`src/rtl/hyperram_lb_regs.sv`:
```
// Local-bus register responder sequencing single-word HyperRAM transactions.
// Optional build macro: HYPERRAM_LB_AUTOINC_EN (ADDR post-increment on successful completion).
module hyperram_lb_regs #(
    parameter int unsigned TIMEOUT = 255
) (
    input  logic        clk,
    input  logic        reset,
    input  logic        lb_wr,
    input  logic        lb_rd,
    input  logic [31:0] lb_addr,
    input  logic [31:0] lb_wr_d,
    output logic [31:0] lb_rd_d,
    output logic        lb_rd_rdy,
    output logic        busy,
    output logic        mem_req,
    output logic        mem_we,
    output logic [31:0] mem_addr,
    output logic [31:0] mem_wdata,
    input  logic        mem_ack,
    input  logic        mem_rvalid,
    input  logic [31:0] mem_rdata
);

    localparam int unsigned DW = 32;
    localparam int unsigned CW = 16;

    localparam logic [1:0] ST_IDLE  = 2'd0;
    localparam logic [1:0] ST_REQ   = 2'd1;
    localparam logic [1:0] ST_RDATA = 2'd2;

    localparam logic [7:0] A_ADDR = 8'h10;
    localparam logic [7:0] A_DATA = 8'h14;
    localparam logic [7:0] A_STS  = 8'h18;
    localparam logic [7:0] A_CMD  = 8'h1c;

    localparam logic [DW-1:0] CMD_WR = DW'(1);
    localparam logic [DW-1:0] CMD_RD = DW'(4);
    localparam logic [CW-1:0] CNT_LAST = CW'(TIMEOUT - 1);

    logic [1:0]    state_q, state_d;
    logic [CW-1:0] cnt_q, cnt_d;
    logic [DW-1:0] addr_q, addr_d;
    logic [DW-1:0] wdata_q, wdata_d;
    logic [DW-1:0] rdata_q, rdata_d;
    logic [3:1]    sts_q, sts_d;
    logic [DW-1:0] lb_rd_d_q, lb_rd_d_d;
    logic          lb_rd_rdy_q, lb_rd_rdy_d;
    logic          busy_q, busy_d;
    logic          mem_req_q, mem_req_d;
    logic          mem_we_q, mem_we_d;
    logic [DW-1:0] mem_addr_q, mem_addr_d;
    logic [DW-1:0] mem_wdata_q, mem_wdata_d;

    logic          wr_addr, wr_data, wr_sts, wr_cmd, in_cmd;
    logic          done;
    logic [3:1]    sts_set, sts_clr;
    logic          unused_addr_hi;

    assign unused_addr_hi = ^lb_addr[31:8];

    // Register decode, status bookkeeping and command sequencer
    always_comb begin
        state_d     = state_q;
        cnt_d       = cnt_q;
        addr_d      = addr_q;
        wdata_d     = wdata_q;
        rdata_d     = rdata_q;
        lb_rd_d_d   = lb_rd_d_q;
        lb_rd_rdy_d = lb_rd;
        mem_req_d   = mem_req_q;
        mem_we_d    = mem_we_q;
        mem_addr_d  = mem_addr_q;
        mem_wdata_d = mem_wdata_q;
        sts_set     = 3'b000;
        sts_clr     = 3'b000;
        done        = 1'b0;

        in_cmd  = (state_q != ST_IDLE);
        wr_addr = lb_wr && (lb_addr[7:0] == A_ADDR);
        wr_data = lb_wr && (lb_addr[7:0] == A_DATA);
        wr_sts  = lb_wr && (lb_addr[7:0] == A_STS);
        wr_cmd  = lb_wr && (lb_addr[7:0] == A_CMD);

        if (in_cmd && (wr_addr || wr_data || wr_cmd)) begin
            sts_set[3] = 1'b1;
        end
        if (!in_cmd && wr_addr) addr_d  = lb_wr_d;
        if (!in_cmd && wr_data) wdata_d = lb_wr_d;
        if (wr_sts) sts_clr = lb_wr_d[3:1];

        // Reads see pre-write register values
        if (lb_rd) begin
            case (lb_addr[7:0])
                A_ADDR:  lb_rd_d_d = addr_q;
                A_DATA:  lb_rd_d_d = rdata_q;
                A_STS:   lb_rd_d_d = {28'd0, sts_q, busy_q};
                default: lb_rd_d_d = '0;
            endcase
        end

        case (state_q)
            ST_IDLE: begin
                if (wr_cmd) begin
                    if (lb_wr_d == CMD_WR || lb_wr_d == CMD_RD) begin
                        state_d     = ST_REQ;
                        cnt_d       = '0;
                        mem_req_d   = 1'b1;
                        mem_we_d    = (lb_wr_d == CMD_WR);
                        mem_addr_d  = addr_q;
                        mem_wdata_d = wdata_q;
                    end else begin
                        sts_set[2] = 1'b1;
                    end
                end
            end
            ST_REQ: begin
                if (mem_ack) begin
                    mem_req_d = 1'b0;
                    cnt_d     = '0;
                    if (mem_we_q) begin
                        state_d = ST_IDLE;
                        done    = 1'b1;
                    end else begin
                        state_d = ST_RDATA;
                    end
                end else if (cnt_q == CNT_LAST) begin
                    state_d    = ST_IDLE;
                    mem_req_d  = 1'b0;
                    sts_set[1] = 1'b1;
                end else begin
                    cnt_d = cnt_q + CW'(1);
                end
            end
            ST_RDATA: begin
                if (mem_rvalid) begin
                    rdata_d = mem_rdata;
                    state_d = ST_IDLE;
                    done    = 1'b1;
                end else if (cnt_q == CNT_LAST) begin
                    state_d    = ST_IDLE;
                    sts_set[1] = 1'b1;
                end else begin
                    cnt_d = cnt_q + CW'(1);
                end
            end
            default: begin
                state_d   = ST_IDLE;
                mem_req_d = 1'b0;
            end
        endcase

`ifdef HYPERRAM_LB_AUTOINC_EN
        if (done) addr_d = addr_q + DW'(1);
`endif

        busy_d = (state_d != ST_IDLE);
        sts_d  = (sts_q & ~sts_clr) | sts_set;
    end

    always_ff @(posedge clk) begin
        if (reset) begin
            state_q     <= ST_IDLE;
            cnt_q       <= '0;
            addr_q      <= '0;
            wdata_q     <= '0;
            rdata_q     <= '0;
            sts_q       <= '0;
            lb_rd_d_q   <= '0;
            lb_rd_rdy_q <= 1'b0;
            busy_q      <= 1'b0;
            mem_req_q   <= 1'b0;
            mem_we_q    <= 1'b0;
            mem_addr_q  <= '0;
            mem_wdata_q <= '0;
        end else begin
            state_q     <= state_d;
            cnt_q       <= cnt_d;
            addr_q      <= addr_d;
            wdata_q     <= wdata_d;
            rdata_q     <= rdata_d;
            sts_q       <= sts_d;
            lb_rd_d_q   <= lb_rd_d_d;
            lb_rd_rdy_q <= lb_rd_rdy_d;
            busy_q      <= busy_d;
            mem_req_q   <= mem_req_d;
            mem_we_q    <= mem_we_d;
            mem_addr_q  <= mem_addr_d;
            mem_wdata_q <= mem_wdata_d;
        end
    end

    assign lb_rd_d   = lb_rd_d_q;
    assign lb_rd_rdy = lb_rd_rdy_q;
    assign busy      = busy_q;
    assign mem_req   = mem_req_q;
    assign mem_we    = mem_we_q;
    assign mem_addr  = mem_addr_q;
    assign mem_wdata = mem_wdata_q;

endmodule

```
`config.mk`:
```
export PLATFORM = sky130hd
export DESIGN_NAME = hyperram_lb_regs
export DESIGN_NICKNAME = d
export VERILOG_FILES = /design/src/rtl/hyperram_lb_regs.sv
export SDC_FILE = /design/constraint.sdc
export NUM_CORES = 1
export LEC_CHECK = 0
export ABC_AREA = 1
export BUFFER_PORTS_ARGS = -buffer_cell sky130_fd_sc_hd__buf_2
export CAP_MARGIN = 0
export CORE_UTILIZATION = 54
export DETAILED_ROUTE_END_ITERATION = 12
export PLACE_DENSITY = 0.81
export SYNTH_ARGS = -nofsm -noshare
export SYNTH_HDL_FRONTEND = slang
export SYNTH_SLANG_ARGS = --single-unit
```
`constraint.sdc`:
```
create_clock -name clk -period 2.15 [get_ports clk]
set_input_delay 0.3225 -clock clk [delete_from_list [all_inputs] [get_ports clk]]
set_output_delay 0.3225 -clock clk [all_outputs]
set_load 0.03 [all_outputs]
```
# After elaboration in Yosys (flattened, before gate mapping)
# Index checks and enable logic that the tools add are counted.
[op_classes]
n_addsub = 1
n_eq_ne = 13
n_mux = 28
bitwise_logic = 4
reduce_logical = 19
[op_table]
columns = ["cell", "count"]
rows = [
  ["32-bit one-hot mux with 3 select lines", 1],
  ["16-bit 2-to-1 mux", 5],
  ["16-bit one-hot mux with 3 select lines", 1],
  ["32-bit by 1-bit equality test with 1-bit output, second input constant", 1],
  ["32-bit by 3-bit equality test with 1-bit output, second input constant", 1],
  ["8-bit by 5-bit equality test with 1-bit output, second input constant", 4],
  ["16-bit by 1-bit adder with 16-bit output, second input constant", 1],
  ["16-bit by 8-bit equality test with 1-bit output, second input constant", 1],
  ["2-bit 2-to-1 mux", 6],
  ["1-bit 2-to-1 mux", 11],
  ["4-bit AND reduction", 2],
  ["1-bit logical AND", 7],
  ["2-bit inequality test, second input constant", 3],
  ["2-bit one-hot mux with 3 select lines", 1],
  ["2-bit nonzero test", 2],
  ["3-bit AND", 1],
  ["1-bit logical OR", 3],
  ["3-bit 2-to-1 mux", 1],
  ["3-bit inequality test, second input constant", 1],
  ["3-bit NOT", 1],
  ["3-bit bitwise OR", 1],
  ["1-bit one-hot mux with 3 select lines", 1],
  ["3-bit AND reduction", 1],
  ["3-bit nonzero test", 1],
  ["7 further kinds", 7],
]
[word_totals]
regBits = 217
in_bits = 102
word_cells = 78

# Logic depth before layout (Yosys ltp)
[logic_depth]
depth_word = 7
mapped_depth = 13

# Least setup slack after synthesis
# No wires, ideal clock.
[synth_timing]
path_kind = "flip-flop to flip-flop"
startpoint = "register state_q[0]"
endpoint = "register cnt_q[1]"
setup_ns = 0.064
t_arrival_ns = 1.622
setup_slack_ns = 0.464
path_stages_with_launch = 11
n_path_buf = 1
period_less_slack_ns = 1.686
path_cell_list = "dfxtp_1 inv_1 ha_1 nand2_1 inv_1 a21oi_1 clkbuf_1 nand3_1 nand2_1 nand2_1 nor2_1"
[synth_between]
elab_chain_len = 3
word_cells_on_any_way = 9
classes_between = "5 x eq/ne; 1 x mux; 3 x reduce/logical"
[synth_rtl]
columns = ["item", "line_no", "text"]
rows = [
  ["start: declaration", "40", "logic [1:0] state_q, state_d;"],
  ["start signal: assignment", "176", "state_q <= state_d;"],
  ["2-bit equality test (tied with other cells)", "101", "case (state_q)"],
  ["2-bit inequality test (no line) / 3-bit nonzero test (equally long branches)", "-", ""],
  ["4-bit AND reduction (no line)", "-", ""],
  ["end signal: assignment", "177", "cnt_q <= cnt_d;"],
  ["end: declaration", "41", "logic [CW-1:0] cnt_q, cnt_d;"],
]
# Parallel ways exist; a longest one is shown, timed or not.
# A chain may end at the register's enable or synchronous reset.

# Final worst setup path
[layout_timing]
startpoint = "register state_q[1]"
endpoint = "register cnt_q[6]"
# The elaborated chain is that of the path after synthesis.

==> results.toml <==
[run_status]
outcome = "finished, final reports clean"

[grt]
grt_pass1_wl_um = 36570
antenna_found_initial = 0
grt_pass1_vias = 7453
grt_usage_pct = 27.22
gr-total-overflow = 0
grt_max_degree = 72

[clocking]
ctsRootBufferMaster = "clkbuf_16"
clock_path_buffers = 3
numCtsBuffers = 22
clk_latency_ns = 0.50
clk_pin_slew_ns = 0.06
ctsHtreeMaxLevel = 1
cts_tree = "done"
ctsHoldBuffers = 0
cts.sinks = 217

[place]
gp_congestion = 0.9716
placed_cells = 1575
io_buffers = 177
pre_cts_slack_ns = 0.1472
dpl_cell_area_um2 = 9917
hpwl_um = 15780

[worst_setup_path]
r2r_cells = 9
worstSetupStartpoint = "state_q[1]$_SDFF_PP0_"
criticalPathCategory = "reg2reg"
worstPathCellList = "inv_1 > ha_1 > inv_1 > a21oi_2 > a21boi_2 > buf_4 > nand2_1 > nand2_1 > nor2_1"
max_stage_delay_ns = 0.34
critical_path_required_ns = 2.54
arrival_ns = 2.34
r2r_end = "cnt_q[6]$_SDFFE_PP0P_"
end_kind = "register"
reg2reg_setup_slack_ns = 0.20
crit_slowest_cell = "dfxtp_1"
crit_buf_inv = 3
path_delay_family = "buffers and inverters"
crit_fanout = 12
reg2reg_from = "state_q[1]$_SDFF_PP0_"
worst_setup_path_start_kind = "register"

[finish]
layout-drive-gt1-share_pct = 17.69
stdcell_count = 1612
fillers = 1416
synthToLayoutAreaGrowth_pct = 19.76
nets = 1491
fin_util_pct = 66.49
multi_input_area_um2 = 3789
regArea_um2 = 4344
final_area_um2 = 10640
num_antenna_cells = 0

[detailed_routing]
routedWlPerCell_um = 14.58
vias = 8516
drt_iter0_drc = 647
firstDrtPassIters = 5
drt-vias-per-instance = 5.283
drc = 0
drt_wl_total_um = 23510
antenna_left = 0

[timing]
maxSlewHeadroom_pct = 62.04
setup_viol = 0
tightest_slew_ns = 0.5651
skew_ns = 0.01147
fin_ws_ns = 0.1982
fin_crit_sh_pct = 90.78
setup_tns_ns = 0
fmax_mhz = 512.3
finalHoldViolCount = 0
final_max_slew_viol_count = 0
holdWs_ns = 0.07529
timing.final.crit_period_ns = 1.952
rsz0062_at_grt = "no"

[logic_synthesis]
avgSynthCellArea_um2 = 7.199
synth-seq-cells = 217
yosysUniqueCellTypes = 33
synthCells = 1234
synth_area_um2 = 8884
yosysWarnings = 0
syn_nets = 1342
synth-seq-area-share_pct = 48.90

[pwr]
p_per_area_nw_per_um2 = 756.7
irDropWorstVdd_v = 0.0005724
seqPwrFrac_pct = 50.0
design_power_total_mw = 8.051
p_int_mw = 6.347
p_switching_mw = 1.704
p_leak_nw = 4.717
pwr-share-clk_pct = 46.6
share_comb_of_total_power_pct = 3.4
swShare_pct = 21.17

[floorplanning]
die_w_um = 130.3
fp-row-count = 46
ioPinCount = 202
core_region_area_um2 = 16000
fp.dieH_um = 130.3
start_util_pct = 55.52
dieArea_um2 = 16970

[worst_hold_path]
worstHoldPathType = "in2reg"
hold_end = "rdata_q[2]$_SDFFE_PP0P_"
holdPathStages = 3
hold_start = "mem_rdata[2]"

[run]
cap_violations = 0
cell usage after synthesis:
cell type,n,share of area (%)
ha_1,6,0.85
nor3_4,1,0.18
nor3_1,5,0.28
nand2_1,259,11
inv_1,99,4.2
nand3_1,21,1.2
buf_4,3,0.25
nand2_4,1,0.13
buf_1,3,0.13
nand3b_1,1,0.085
nand4_1,8,0.56
nor3_2,1,0.11
o21ai_0,129,7.3
nand3_4,1,0.20
dfxtp_1,217,49
or2_1,1,0.070
buf_2,9,0.51
clkbuf_1,44,1.9
clkbuf_2,1,0.056
buf_6,12,1.5
clkinv_1,2,0.085
nor2_4,3,0.38
inv_2,2,0.085
o31ai_1,1,0.085
a21boi_2,1,0.13
a41oi_1,1,0.099
o21ai_1,40,2.3
o2111ai_1,1,0.099
nor2_1,223,9.4
nor2_8,1,0.23
a21oi_1,131,7.4
or2_2,1,0.070
o211ai_1,5,0.42
power by group through the flow:
stage | clock (mW) | sequential (mW) | combinational (mW)
6_report | 3.75 | 4.03 | 0.276
5_1_grt | 3.96 | 4.02 | 0.299
4_1_cts | 3.79 | 4.03 | 0.272
3_5_place_dp | 0 | 4.11 | 0.271
2_1_floorplan | 0 | 4.12 | 0.124
3_3_place_gp | 0 | 4.11 | 0.269
sequential cells by signal, indices dropped and copies added (netlist names), 2 cells and up:
register / cells
mem_wdata: 32
state_q: 2
wdata_q: 32
addr_q: 32
rdata_q: 32
cnt_q: 16
sts_q: 3
lb_rd_d: 32
mem_addr: 32
worst min-delay path: stages:
cell	delay (ns)
buf_2	0.07
o21ai_0	0.07
nor2_1	0.07
worst max path at each step:
stage,slack (ns),to,cells after the start
after detailed placement,0.15,addr_q[7]$_SDFFE_PP0P_,7
after CTS,0.12,addr_q[7]$_SDFFE_PP0P_,7
after global placement,0.21,cnt_q[3]$_SDFFE_PP0P_,7
after global routing,0.04,addr_q[16]$_SDFFE_PP0P_,7
after floorplan,0.46,cnt_q[1]$_SDFFE_PP0P_,10
final,0.20,cnt_q[6]$_SDFFE_PP0P_,9
cell type report:
| class | instances | area share (%) |
|---|---|---|
| clock inverters | 5 | 0.4704 |
| repair buffers | 197 | 10.68 |
| clock buffers | 32 | 6.198 |
| well taps | 216 | 2.540 |
| flip-flops and latches | 217 | 40.83 |
| inverters | 103 | 3.669 |
| multi-input cells | 842 | 35.61 |
cells by family (layout without fill, tap and decap cells):
family,Yosys count,count (layout),share of synthesized area (%)
AO/OA/AOI/OAI,309,309,17.73
AND/OR/NAND/NOR,527,527,23.85
flip-flops,217,217,48.90
adder cells (fa/ha/maj),6,6,0.8450
buffers and inverters,175,337,8.676
repair_timing:
item	4_1_cts	5_1_grt
setup buffers	0	0
endpoints found under the setup margin	0	19
resized for setup	0	5
per-layer routing:
metal  GRT usage (%)  share of wire, %  vias up
met5               0                 0        -
met4           8.140               2.7        0
met3           3.895               6.5       54
met2           48.19                51      301
met1           34.20                40     3925
li1                -                 -     4236
cell usage in the layout, fill, tap and decap left out, drive strengths merged:
cell,count
nand2,260
nor2,227
dfxtp,217
buf,197
o21ai,169
a21oi,131
inv,102
clkbuf,32
nand3,22
nand4,8
nor3,7
ha,6
clkinv,5
o211ai,5
or2,2
a21boi,1
nand3b,1
o2111ai,1
a41oi,1
o31ai,1
bufinv,1
(Power assumes the default switching activity.)
